[src/rtl/rsa_decrypt_stage.sv]
// rsa_decrypt_stage: byte-serial RSA decryption, plaintext = c^D_EXP mod N_MOD.
// Right-to-left square-and-multiply. Each modular product uses an MSB-first
// interleaved shift-add reducer, so there is no wide multiplier or divider.
// Optional feature macro: RSA_DEC_OVERRUN_EN (sticky overrun flag for dropped bytes).
module rsa_decrypt_stage #(
  parameter int unsigned WIDTH     = 8,
  parameter int unsigned EXP_WIDTH = 8,
  parameter int unsigned N_MOD     = 143,
  parameter int unsigned D_EXP     = 103
) (
  input  logic             clk,
  input  logic             reset,
  input  logic             in_valid,
  input  logic [WIDTH-1:0] in_data,
  output logic             in_ready,
  output logic             out_valid,
  output logic [WIDTH-1:0] out_data,
  input  logic             out_ready,
  output logic             out_err,
  output logic             overrun
);

  localparam int unsigned KW = (EXP_WIDTH > 1) ? $clog2(EXP_WIDTH) : 1;
  localparam int unsigned JW = (WIDTH > 1) ? $clog2(WIDTH) : 1;

  localparam logic [WIDTH:0]     NMod = (WIDTH + 1)'(N_MOD);
  localparam logic [EXP_WIDTH-1:0] DExp = EXP_WIDTH'(D_EXP);

  localparam logic [1:0] StIdle = 2'd0;
  localparam logic [1:0] StMul  = 2'd1;
  localparam logic [1:0] StDone = 2'd2;

  logic [1:0]       state_q;
  logic [WIDTH-1:0] result_q, base_q;
  logic [WIDTH-1:0] acc_r_q, acc_b_q;
  logic [WIDTH-1:0] acc_r_d, acc_b_d;
  logic [KW-1:0]    k_q;
  logic [JW-1:0]    j_q;
  logic [WIDTH-1:0] out_data_q;
  logic             out_err_q;
  logic             last_j, last_k;

  // One reducer step: acc = (2*acc + bit*a) mod N, valid because acc, a < N.
  function automatic logic [WIDTH-1:0] mod_step(input logic [WIDTH-1:0] acc,
                                                input logic [WIDTH-1:0] a,
                                                input logic             b);
    logic [WIDTH:0] t;
    t = {acc, 1'b0};
    if (t >= NMod) t = t - NMod;
    if (b) begin
      t = t + {1'b0, a};
      if (t >= NMod) t = t - NMod;
    end
    return t[WIDTH-1:0];
  endfunction

  // Both products walk the bits of base: R = result*base, B = base*base.
  always_comb begin
    acc_r_d = mod_step(acc_r_q, result_q, base_q[j_q]);
    acc_b_d = mod_step(acc_b_q, base_q, base_q[j_q]);
    last_j  = (j_q == '0);
    last_k  = (k_q == KW'(EXP_WIDTH - 1));
  end

  // Control FSM and datapath registers.
  always_ff @(posedge clk or negedge reset) begin
    if (!reset) begin
      state_q    <= StIdle;
      result_q   <= '0;
      base_q     <= '0;
      acc_r_q    <= '0;
      acc_b_q    <= '0;
      k_q        <= '0;
      j_q        <= '0;
      out_data_q <= '0;
      out_err_q  <= 1'b0;
    end else begin
      case (state_q)
        StIdle: begin
          if (in_valid) begin
            out_data_q <= '0;
            if ({1'b0, in_data} >= NMod) begin
              out_err_q <= 1'b1;
              state_q   <= StDone;
            end else begin
              out_err_q <= 1'b0;
              result_q  <= WIDTH'(1);
              base_q    <= in_data;
              acc_r_q   <= '0;
              acc_b_q   <= '0;
              k_q       <= '0;
              j_q       <= JW'(WIDTH - 1);
              state_q   <= StMul;
            end
          end
        end
        StMul: begin
          if (last_j) begin
            if (DExp[k_q]) result_q <= acc_r_d;
            base_q  <= acc_b_d;
            acc_r_q <= '0;
            acc_b_q <= '0;
            k_q     <= k_q + 1'b1;
            j_q     <= JW'(WIDTH - 1);
            if (last_k) begin
              out_data_q <= DExp[k_q] ? acc_r_d : result_q;
              state_q    <= StDone;
            end
          end else begin
            acc_r_q <= acc_r_d;
            acc_b_q <= acc_b_d;
            j_q     <= j_q - 1'b1;
          end
        end
        StDone: begin
          if (out_ready) state_q <= StIdle;
        end
        default: state_q <= StIdle;
      endcase
    end
  end

  assign in_ready  = (state_q == StIdle);
  assign out_valid = (state_q == StDone);
  assign out_data  = out_data_q;
  assign out_err   = out_err_q;

`ifdef RSA_DEC_OVERRUN_EN
  logic overrun_q;

  // Sticky flag: a byte was presented while the stage could not take it.
  always_ff @(posedge clk or negedge reset) begin
    if (!reset) begin
      overrun_q <= 1'b0;
    end else if (in_valid && !in_ready) begin
      overrun_q <= 1'b1;
    end
  end

  assign overrun = overrun_q;
`else
  assign overrun = 1'b0;
`endif

endmodule

[config.mk]
export PLATFORM = sky130hd
export DESIGN_NAME = rsa_decrypt_stage
export DESIGN_NICKNAME = d
export VERILOG_FILES = /design/src/rtl/rsa_decrypt_stage.sv
export SDC_FILE = /design/constraint.sdc
export NUM_CORES = 1
export LEC_CHECK = 0
export ABC_AREA = 1
export ABC_CLOCK_PERIOD_IN_PS = 2700
export CAP_MARGIN = 10
export CORE_AREA = 2 2 105 97
export CTS_BUF_LIST = sky130_fd_sc_hd__clkbuf_8
export DETAILED_ROUTE_END_ITERATION = 8
export DIE_AREA = 0 0 107 99
export HOLD_SLACK_MARGIN = 0.12
export PLACE_DENSITY = 0.65
export SLEW_MARGIN = 20
export SYNTH_ARGS = -nofsm -noshare
export SYNTH_HDL_FRONTEND = slang
export SYNTH_SLANG_ARGS = --single-unit
export TNS_END_PERCENT = 10
[constraint.sdc]
create_clock -name clk -period 2.7 [get_ports clk]
set_clock_uncertainty 0.05 [all_clocks]
set_input_delay 0.54 -clock clk [delete_from_list [all_inputs] [get_ports clk]]
set_output_delay 0.54 -clock clk [all_outputs]
set_load 0.05 [all_outputs]
==> results.md <==
- Outcome: finished, violations left
- Violated checks: setup timing
- Crit-path most repeated cell: nand2_1
- Final period utilization: 114.5%
- Core Area: 9487 sq um
- Post-DRT Antenna Nets: 0
- WL per Instance: 13.89 um
- # clock sinks: 49
- Setup CP Type: flip-flop to flip-flop
- Vias in the first global route: 4212
- Max Freq: 323.4 MHz
- Clk_lat worst skew: 290 ps
- Nets: 746
- Net Count, Synth: 640
- CP top delay family: simple AND/OR/NAND/NOR gates
- Router iterations before antenna repair: 5
- Rel. slew slack: 61.80%
- Num CTS Buffers: 5
- Share of cells above drive strength 1: 33.38%
- # IOs: 24
- Routed vias/inst: 5.097
- Critical path launch point type: flip-flop
- Post-synth top area cell: dfrtp_1
- HPWL after DPL: 8866 um
- Wirelength, routed: 11570 um
- Required time of the critical path: 2840 ps
- Slowest CP cell: dfrtp_1
- Area share of the largest cell type after synthesis: 29.45%
- Global route total overflow: 0
- Remaining routing DRC violations: 0
- Fin cells: 833
- Register area share after synthesis: 29.45%
- Minimum clock period: 3092 ps
- Fill count: 859
- Die Y: 99 um
- Area delta synth->final: 34.92%
- PortBufs: 22
- Placed cells: 808
- H-tree depth: 2
- DR vias: 4246
- YS warnings: 0
- Root Buffer Master: clkbuf_8
- Area contributors post-synth: dfrtp_1 29%, nand2_1 18%, ha_1 7.8%
- MaxCap Viol Count: 0
- RSZ-0062 raised after global routing: true
- Row cnt: 34
- Die X: 107 um
- Longest Clk Path Bufs: 2
- Setup Total Neg Slack: -11740 ps
- Initial Utilization: 43.89%
- Final Slew Violations: 0
- Synth Instances: 600
- Number of flops mapped to enable cells by yosys: 0
- Setup crit end kind: flip-flop
- Final setup vio count: 40
- Worst-path clk slew: 90 ps
- Cell variety after synth: 43
- Worst hold path type: flip-flop to flip-flop
- Antenna diodes: 0
- DIE AREA: 10590 sq um
- DR iter-0 viols: 132
- First-pass GRT wire length: 19350 um
- Crit path DAT: 3230 ps
- Buf+Inv Stages, Crit Path: 2
- Tot GR Track Use: 22.38%
- Hold Vio Cnt, Final: 0
- Placer Congestion: 0.9054
- CTS tree: built
- Pin count of the biggest net entering global routing: 19
- Mapped cell area: 4164 sq um
- Setup WS post-layout: -392.0 ps
- Post-synth top flop: dfrtp_1
- Post-Syn Area per Cell: 6.940 sq um
- Antenna violations before repair: 0
- Number of synthesized register bits: 49
- Slew of the pin with the lowest slew margin: 572.3 ps
- CP max FO: 8
- Worst-path cell chain: inv_2 > a21oi_2 > nor2_2 > buf_6 > or2_2 > o21ai_2 > ha_1 > a21oi_1 > nand3_1 > nand2_1 > nand2_2 > nor2_4 > nand3_4 > nand3_4 > nand2_1 > nand2_1 > nand2_1 > nand2_2 > nand2_2 > nand3_1 > nand2_1
- Ys async rst share: 100.0%
- Critical Path Max Stage Delay: 380 ps
-- worst reg2reg max path, cell delays in order (launching register included) --
cell	delay [ps]
dfrtp_1	380
inv_2	70
a21oi_2	180
nor2_2	80
buf_6	130
or2_2	270
o21ai_2	100
ha_1	280
a21oi_1	240
nand3_1	140
nand2_1	90
nand2_2	80
nor2_4	130
nand3_4	140
nand3_4	130
nand2_1	60
nand2_1	80
nand2_1	70
nand2_2	100
nand2_2	70
nand3_1	70
nand2_1	50
-- logic make-up after synthesis --
family	count (synthesis)	synth area share (%)
AND/OR/NAND/NOR	355	40.14
flip-flops	49	29.45
XOR/XNOR	13	3.366
adder cells (fa/ha/maj)	28	8.774
other	1	0.09006
buffers and inverters	84	7.842
AO/OA/AOI/OAI	70	10.34
-- state kept, by name, indices dropped and copies added (netlist names) --
name and cells:
k_q 3, acc_b_q 8, base_q 8, state_q 2
out_data 8, j_q 3, out_err 1, result_q 8
acc_r_q 8
-- repair_timing --
| action | 4_1_cts | 5_1_grt |
|---|---|---|
| resized for setup | 31 | 52 |
| pin swaps | 11 | 26 |
| setup endpoints to repair | 40 | 40 |
| buffers inserted | 8 | 7 |
| cloned | 1 | 0 |
| hold buffers | 1 | 0 |
| hold endpoints to repair | 15 | 0 |
-- synth_stat cells, types with 2 or more instances --
| cell type | count |
|---|---|
| a21oi_1 | 16 |
| o22ai_1 | 8 |
| nand3_4 | 3 |
| dfrtp_1 | 49 |
| nand2_2 | 26 |
| xor2_1 | 10 |
| nor2_4 | 2 |
| inv_2 | 9 |
| a22o_1 | 2 |
| o21ai_1 | 5 |
| a22oi_1 | 3 |
| nand3b_1 | 3 |
| nor2_2 | 3 |
| nor3_1 | 4 |
| buf_2 | 6 |
| a21oi_2 | 4 |
| a21o_1 | 2 |
| nand4_1 | 14 |
| nand2_1 | 203 |
| nand3_2 | 11 |
| clkbuf_1 | 4 |
| nor2_1 | 37 |
| nand3_1 | 41 |
| a31oi_1 | 2 |
| inv_1 | 64 |
| o21ai_2 | 3 |
| or2_2 | 4 |
| fa_1 | 2 |
| o21ai_0 | 21 |
| ha_1 | 26 |
-- per-stage QoR --
| step | util (%) | setup WS [ps] | hold WS, ps | area (sq um) |
|---|---|---|---|---|
| CTS | 56.53 | -318.5 | 436.5 | 5363 |
| floorplan | - | -174.6 | 194.4 | 4190 |
| detailed placement | 53.30 | -475.3 | 421.9 | 5056 |
| finish | 59.22 | -392.0 | 432.0 | 5618 |
| global placement | 53.30 | -385.9 | 413.2 | 5056 |
| global route | 59.22 | -640.4 | 451.4 | 5618 |
-- area by class of cell --
cell class | instances | area (sq um) | area share, %
Inverter | 73 | 279.0 | 4.967
Clock buffer | 5 | 68.82 | 1.225
Sequential cell | 49 | 1226 | 21.83
Timing Repair Buffer | 109 | 887.1 | 15.79
Clock inverter | 3 | 15.01 | 0.2673
Tap cell | 126 | 157.7 | 2.806
Multi-Input combinational cell | 468 | 2984 | 53.12
-- layer usage --
layer  GRT usage, %  up-vias  part of all wire (%)
li1               -     2146                     -
met1          31.02     2014                    48
met2          37.73       78                    48
met3          2.183        8                   2.9
met4          5.495        0                  0.93
met5              0        -                     0
-- path summary, 6_finish.rpt --
path | cells past startpoint | from | slack (ps) | endpoint
worst max-delay path | 21 | acc_r_q[3]$_DFFE_PN0P_ | -390 | result_q[5]$_DFFE_PN0P_
worst min-delay path | 1 | k_q[0]$_DFFE_PN0P_ | 430 | k_q[0]$_DFFE_PN0P_
worst max register to register | 21 | acc_r_q[3]$_DFFE_PN0P_ | -390 | result_q[5]$_DFFE_PN0P_
worst min register to register | 1 | k_q[0]$_DFFE_PN0P_ | 430 | k_q[0]$_DFFE_PN0P_
max in group asynchronous | 3 | reset | 1350 | base_q[7]$_DFFE_PN0P_
min in group asynchronous | 2 | reset | 650 | out_data[1]$_DFFE_PN0P_
-- cell usage in the layout, fill, tap and decap left out, types with 5 or more instances in the layout --
master / netlist / routed
o21ai_2: 3 / 5
xor2_1: 10 / 9
o21ai_1: 5 / 7
ha_1: 26 / 18
nand3_4: 3 / 7
nand3_2: 11 / 21
clkdlybuf4s50_1: 0 / 21
nand3_1: 41 / 28
a21oi_1: 16 / 13
clkbuf_8: 0 / 5
ha_4: 0 / 7
nand2_2: 26 / 49
a21oi_2: 4 / 5
dfrtp_1: 49 / 49
nor2_2: 3 / 10
inv_2: 9 / 13
nand4_1: 14 / 14
nand2_1: 203 / 177
buf_4: 1 / 84
inv_1: 64 / 61
nor2_1: 37 / 28
o22ai_1: 8 / 5
o21ai_0: 21 / 17
Power is not shown: default switching activity piles up to over one toggle a cycle in this logic, so the estimate is an artifact.
